<file path="config.mk">
export PLATFORM = sky130hd
export DESIGN_NAME = cordic_quadrant_ctrl
export DESIGN_NICKNAME = d
export VERILOG_FILES = /design/src/rtl/cordic_quadrant_ctrl.sv
export SDC_FILE = /design/constraint.sdc
export NUM_CORES = 1
export LEC_CHECK = 0
export CELL_PAD_IN_SITES_DETAIL_PLACEMENT = 1
export CELL_PAD_IN_SITES_GLOBAL_PLACEMENT = 2
export CORE_MARGIN = 2
export CORE_UTILIZATION = 30
export DETAILED_ROUTE_END_ITERATION = 10
export PLACE_DENSITY = 0.85
export SYNTH_ARGS = -nofsm -noshare
export SYNTH_HDL_FRONTEND = slang
export SYNTH_SLANG_ARGS = --single-unit
</file>
<file path="constraint.sdc">
create_clock -name Clk_i -period 3.12 [get_ports Clk_i]
set_input_delay 0.312 -clock Clk_i [delete_from_list [all_inputs] [get_ports Clk_i]]
set_output_delay 0.312 -clock Clk_i [all_outputs]
set_load 0.02 [all_outputs]
</file>
<file path="src/rtl/cordic_quadrant_ctrl.sv">
// cordic_quadrant_ctrl
//   Control wrapper around an iterative CORDIC sine/cosine core. An accepted
//   angle is reduced modulo 360 degrees, folded into the first quadrant and
//   handed to the core. When the core reports done, its sine/cosine are
//   mapped back to the original quadrant (swap and saturating negate).
//
// Ports
//   Clk_i         clock, all logic on posedge
//   Rst_i         synchronous active-high reset
//   Angle_i       unsigned full-circle angle code (full 16-bit range)
//   Valid_i       request, taken only while Ready_o is high
//   Ready_o       high in IDLE when not in reset
//   Sine_o        corrected sine (two's complement), held until next Valid_o
//   Cos_o         corrected cosine (two's complement), held until next Valid_o
//   Valid_o       one-cycle pulse marking new Sine_o/Cos_o
//   Err_o         one-cycle pulse when the core fails to finish in time
//   Core_Angle_o  folded angle in [0, ANG_90) for the core
//   Core_Start_o  one-cycle start pulse to the core
//   Core_Done_i   core done level
//   Core_Sine_i   core sine result
//   Core_Cos_i    core cosine result
module cordic_quadrant_ctrl #(
  parameter int          DATA_W  = 16,
  parameter logic [15:0] ANG_90  = 16'h147A,
  parameter logic [15:0] ANG_180 = 16'h28F4,
  parameter logic [15:0] ANG_270 = 16'h3D6E,
  parameter logic [15:0] ANG_360 = 16'h51E8,
  parameter int          TIMEOUT = 63
) (
  input  logic              Clk_i,
  input  logic              Rst_i,
  input  logic [15:0]       Angle_i,
  input  logic              Valid_i,
  output logic              Ready_o,
  output logic [DATA_W-1:0] Sine_o,
  output logic [DATA_W-1:0] Cos_o,
  output logic              Valid_o,
  output logic              Err_o,
  output logic [15:0]       Core_Angle_o,
  output logic              Core_Start_o,
  input  logic              Core_Done_i,
  input  logic [DATA_W-1:0] Core_Sine_i,
  input  logic [DATA_W-1:0] Core_Cos_i
);

  localparam int CNT_W = (TIMEOUT > 1) ? $clog2(TIMEOUT + 1) : 1;

  typedef enum logic [2:0] {
    S_IDLE,
    S_REDUCE,
    S_START,
    S_ARM,
    S_WAIT
  } state_t;

  state_t                    state_q, state_d;
  logic [15:0]               ang_q, ang_d;
  logic [1:0]                quad_q, quad_d;
  logic [15:0]               core_ang_q, core_ang_d;
  logic signed [DATA_W-1:0]  sine_q, sine_d;
  logic signed [DATA_W-1:0]  cos_q, cos_d;
  logic                      valid_q, valid_d;
  logic                      err_q, err_d;
  logic [CNT_W-1:0]          cnt_q, cnt_d;

  logic signed [DATA_W-1:0]  core_s;
  logic signed [DATA_W-1:0]  core_c;
  logic [1:0]                quad_c;

  // Two's complement negate; the most negative code has no positive
  // counterpart, so it clamps to the most positive code.
  function automatic logic signed [DATA_W-1:0] neg_sat(input logic signed [DATA_W-1:0] x);
    logic signed [DATA_W-1:0] min_v;
    min_v = {1'b1, {(DATA_W-1){1'b0}}};
    if (x == min_v) begin
      neg_sat = ~min_v;
    end else begin
      neg_sat = -x;
    end
  endfunction

  // Quadrant of a reduced angle; exact boundaries belong to the upper quadrant.
  function automatic logic [1:0] quadrant(input logic [15:0] a);
    if (a < ANG_90) begin
      quadrant = 2'd0;
    end else if (a < ANG_180) begin
      quadrant = 2'd1;
    end else if (a < ANG_270) begin
      quadrant = 2'd2;
    end else begin
      quadrant = 2'd3;
    end
  endfunction

  assign core_s = Core_Sine_i;
  assign core_c = Core_Cos_i;
  assign quad_c = quadrant(ang_q);

  always_comb begin
    state_d    = state_q;
    ang_d      = ang_q;
    quad_d     = quad_q;
    core_ang_d = core_ang_q;
    sine_d     = sine_q;
    cos_d      = cos_q;
    valid_d    = 1'b0;
    err_d      = 1'b0;
    cnt_d      = cnt_q;

    case (state_q)
      S_IDLE: begin
        if (Valid_i) begin
          ang_d   = Angle_i;
          state_d = S_REDUCE;
        end
      end

      // Modulo-360 by repeated subtraction (at most 3 passes for 16'hFFFF),
      // then fold into the first quadrant.
      S_REDUCE: begin
        if (ang_q >= ANG_360) begin
          ang_d = ang_q - ANG_360;
        end else begin
          quad_d = quad_c;
          case (quad_c)
            2'd0:    core_ang_d = ang_q;
            2'd1:    core_ang_d = ang_q - ANG_90;
            2'd2:    core_ang_d = ang_q - ANG_180;
            default: core_ang_d = ang_q - ANG_270;
          endcase
          state_d = S_START;
        end
      end

      // Launch the core
      S_START: begin
        cnt_d   = '0;
        state_d = S_ARM;
      end

      // Done is not looked at here so a level left over from the previous
      // run cannot complete this one.
      S_ARM: begin
        state_d = S_WAIT;
      end

      // Wait for completion; done takes priority over an expiring counter.
      S_WAIT: begin
        cnt_d = cnt_q + CNT_W'(1);
        if (Core_Done_i) begin
          case (quad_q)
            2'd0: begin
              sine_d = core_s;
              cos_d  = core_c;
            end
            2'd1: begin
              sine_d = core_c;
              cos_d  = neg_sat(core_s);
            end
            2'd2: begin
              sine_d = neg_sat(core_s);
              cos_d  = neg_sat(core_c);
            end
            default: begin
              sine_d = neg_sat(core_c);
              cos_d  = core_s;
            end
          endcase
          valid_d = 1'b1;
          state_d = S_IDLE;
        end else if (cnt_q == CNT_W'(TIMEOUT - 1)) begin
          err_d   = 1'b1;
          state_d = S_IDLE;
        end
      end

      default: begin
        state_d = S_IDLE;
      end
    endcase
  end

  always_ff @(posedge Clk_i) begin
    if (Rst_i) begin
      state_q    <= S_IDLE;
      ang_q      <= '0;
      quad_q     <= '0;
      core_ang_q <= '0;
      sine_q     <= '0;
      cos_q      <= '0;
      valid_q    <= 1'b0;
      err_q      <= 1'b0;
      cnt_q      <= '0;
    end else begin
      state_q    <= state_d;
      ang_q      <= ang_d;
      quad_q     <= quad_d;
      core_ang_q <= core_ang_d;
      sine_q     <= sine_d;
      cos_q      <= cos_d;
      valid_q    <= valid_d;
      err_q      <= err_d;
      cnt_q      <= cnt_d;
    end
  end

  assign Ready_o      = (state_q == S_IDLE) && !Rst_i;
  assign Core_Start_o = (state_q == S_START);
  assign Core_Angle_o = core_ang_q;
  assign Sine_o       = sine_q;
  assign Cos_o        = cos_q;
  assign Valid_o      = valid_q;
  assign Err_o        = err_q;

endmodule

</file>
==> flow_summary.yaml <==
cts:
  cts_hold_buf: 0
  ctsResizeCount: 0
  htreeDepth: 3
  cts_tree: "done"
  cts_made_buffers: 9
  clk_pin_slew_worst_paths_ns: 0.07
  cts_setup_buffers: 0
  cts_buffer_depth: 2
  clkLatencyLatePin_ns: 0.36
  cts_root_buffer: "clkbuf_16"
  cts_sinks: 77
placed_design:
  io_buffers: 103
  dp_hpwl_mm: 18.1
  gp_congestion: 0.947
grt:
  grt_pass1_wl_mm: 38.7
  grt_overflow: 0
  grt_max_degree: 36
  groute.usage.overall_pct: 22.5
  grt_pass1_vias: 6852
  antenna_found_initial: 0
floorplan:
  die_width_um: 146
  dieArea_um2: 21300
  io_pins: 104
  core_um2: 19700
  initial_core_util_pct: 30.8
  rows: 51
  dieHeight_um: 146
logic_synthesis:
  postSynthCellCount: 866
  ys_types: 76
  synth_area_per_cell_um2: 6.99
  async_flop_share_pct: 0
  ys_warn_count: 0
  yosys_most_used_dff: "dfxtp_1"
  yosysSeqAreaShare_pct: 25.5
  synth-edff-count: 0
  syn_area_um2: 6050
  syn_nets: 931
  ys_ff_latch: 77
worst_setup_path:
  required_ns: 3.34
  arrival_ns: 2.95
  rr_worst_depth: 8
  cpPeakStageDelay_ns: 0.57
  crit_type: "reg2reg"
  worstReg2RegStart: "ang_q[3]$_SDFFE_PP0P_"
  crit_start: "ang_q[3]$_SDFFE_PP0P_"
  cp-end-kind: "flip-flop"
  r2r_end: "Core_Angle_o[10]$_SDFFE_PP0P_"
  r2r_slack_ns: 0.39
  cp_max_fo: 11
  path_cells: "inv_1, ha_1, nand3b_1, o211a_1, nor2_1, a21oi_1, a2111oi_0, nor3_1"
  start_kind: "flip-flop"
  cp_slowest_cell: "a2111oi_0"
  endpoint: "Core_Angle_o[10]$_SDFFE_PP0P_"
power:
  power_density_nw_per_um2: 762
  leakagePower_nw: 2.70
  vdd_drop_max_v: 0.000491
  p_total_mw: 5.97
run:
  drv_cap: 0
sta:
  setup_violations: 0
  finalHoldViolCount: 0
  tns_ns: 0
  drv_slew: 0
  period_share_pct: 87.5
  slew-limit-headroom_pct: 54.0
  rsz0062_at_grt: "no"
  tightest_slew_ns: 0.687
  max_freq_mhz: 366
  clock_skew_ns: 0.00970
  worst_hold_slack_ns: 0.331
  fin_crit_ns: 2.73
worst_hold_path:
  min_from: "Rst_i"
  hp-class: "in2reg"
outcome:
  outcome: "finished, final reports clean"
finish:
  final_core_util_pct: 39.9
  drive_gt1_share_pct: 10.1
  layout_commonest_cell: "clkdlybuf4s50_1"
  layout_common_cells: "clkdlybuf4s50_1, nor2_1, nand2_1, a21oi_1, dfxtp_1"
  area_growth_pct: 29.6
  fin_nets: 1025
  antenna_cells: 0
routing:
  viasPerCell: 5.71
  via_count: 7027
  ant_nets: 0
  drc: 0
  wire_per_inst_um: 19.8
  dr.pass1.iters: 6
  drtIter0Drc: 480
  wirelength_mm: 24.3
-- metal layers --
layer / share of wire, % / wire (um) / GRT usage [%]
met5: 0 / 0 / 0
met4: 2.0 / 475 / 7.28
met3: 5.9 / 1440 / 3.38
met2: 45 / 11000 / 35.7
met1: 47 / 11400 / 31.4
-- report_power, final --
group	switching, mW	total, mW	leakage [nW]	internal, mW
Combinational	1.97	3.25	1.92	1.27
Sequential	0.357	1.53	0.626	1.17
Clock	0.489	1.19	0.152	0.706
-- area by class of cell --
class,count,area (um^2)
clock buffers,9,225
clock inverters,7,97.6
fillers,2488,11800
inverters,19,71.3
multi-input cells,695,4130
flip-flops and latches,77,1540
well taps,265,332
repair buffers,158,1440
-- cell usage after synthesis (7+ instances only) --
cell	number	area, um^2
nor2_1	102	383
nand2_1	95	357
a21oi_1	78	390
dfxtp_1	77	1540
o21ai_0	71	355
clkbuf_1	66	248
nor3_1	39	195
nand3_1	21	105
inv_1	17	63.8
nor4_1	16	100
o221ai_1	15	131
xnor2_1	15	131
a211oi_1	13	97.6
ha_1	13	163
a31oi_1	11	68.8
nand2b_1	11	68.8
nand3b_1	8	60.1
o211ai_1	8	60.1
o22ai_1	8	50.1
nand4_1	7	43.8
or4_1	7	52.6
xor2_1	7	61.3
-- worst min path at each step --
stage,depth (start not counted),slack [ns],endpoint
floorplan,1,0.39,Err_o$_SDFF_PP0_
global placement,2,0.44,Sine_o[2]$_SDFFE_PP0P_
detailed placement,1,0.45,Sine_o[10]$_SDFFE_PP0P_
CTS,2,0.33,ang_q[1]$_SDFFE_PP0P_
global route,2,0.34,cnt_q[0]$_SDFFE_PP0P_
finish,2,0.33,ang_q[0]$_SDFFE_PP0P_
-- stage by stage --
stage / setup slack, ns / cell area, um^2 / std cells
after floorplan: 0.711 / 6050 / 866
after global placement: 0.268 / 7520 / 1214
after detailed placement: 0.217 / 7520 / 1214
after CTS: 0.401 / 7840 / 1230
after global routing: 0.161 / 7840 / 1230
final: 0.389 / 7840 / 1230
-- sequential cells by signal (all words and copies together), names as in the netlist --
signal	cells
Core_Angle_o	16
Cos_o	16
Sine_o	16
ang_q	16
cnt_q	6
state_q	3
quad_q	2
Err_o	1
Valid_o	1
-- worst max-delay path, delay by kind of cell, from the launching register on --
kind	cells	cell delay [ns]
AO/OA/AOI/OAI	3	0.93
AND/OR/NAND/NOR	3	0.64
flip-flops	1	0.55
adder cells (fa/ha/maj)	1	0.27
buffers and inverters	1	0.19
-- cell families (layout without fill, tap and decap cells) --
logic type               after synthesis  count (layout)  synth area share (%)
AO/OA/AOI/OAI                        292             292                  31.7
XOR/XNOR                              22              22                  3.18
adder cells (fa/ha/maj)               13              13                  2.69
buffers and inverters                 94             193                  6.27
flip-flops                            77              77                  25.5
multiplexers                          10              10                  1.76
AND/OR/NAND/NOR                      358             358                  28.9
Note: power is estimated with default switching activity, not from simulation.
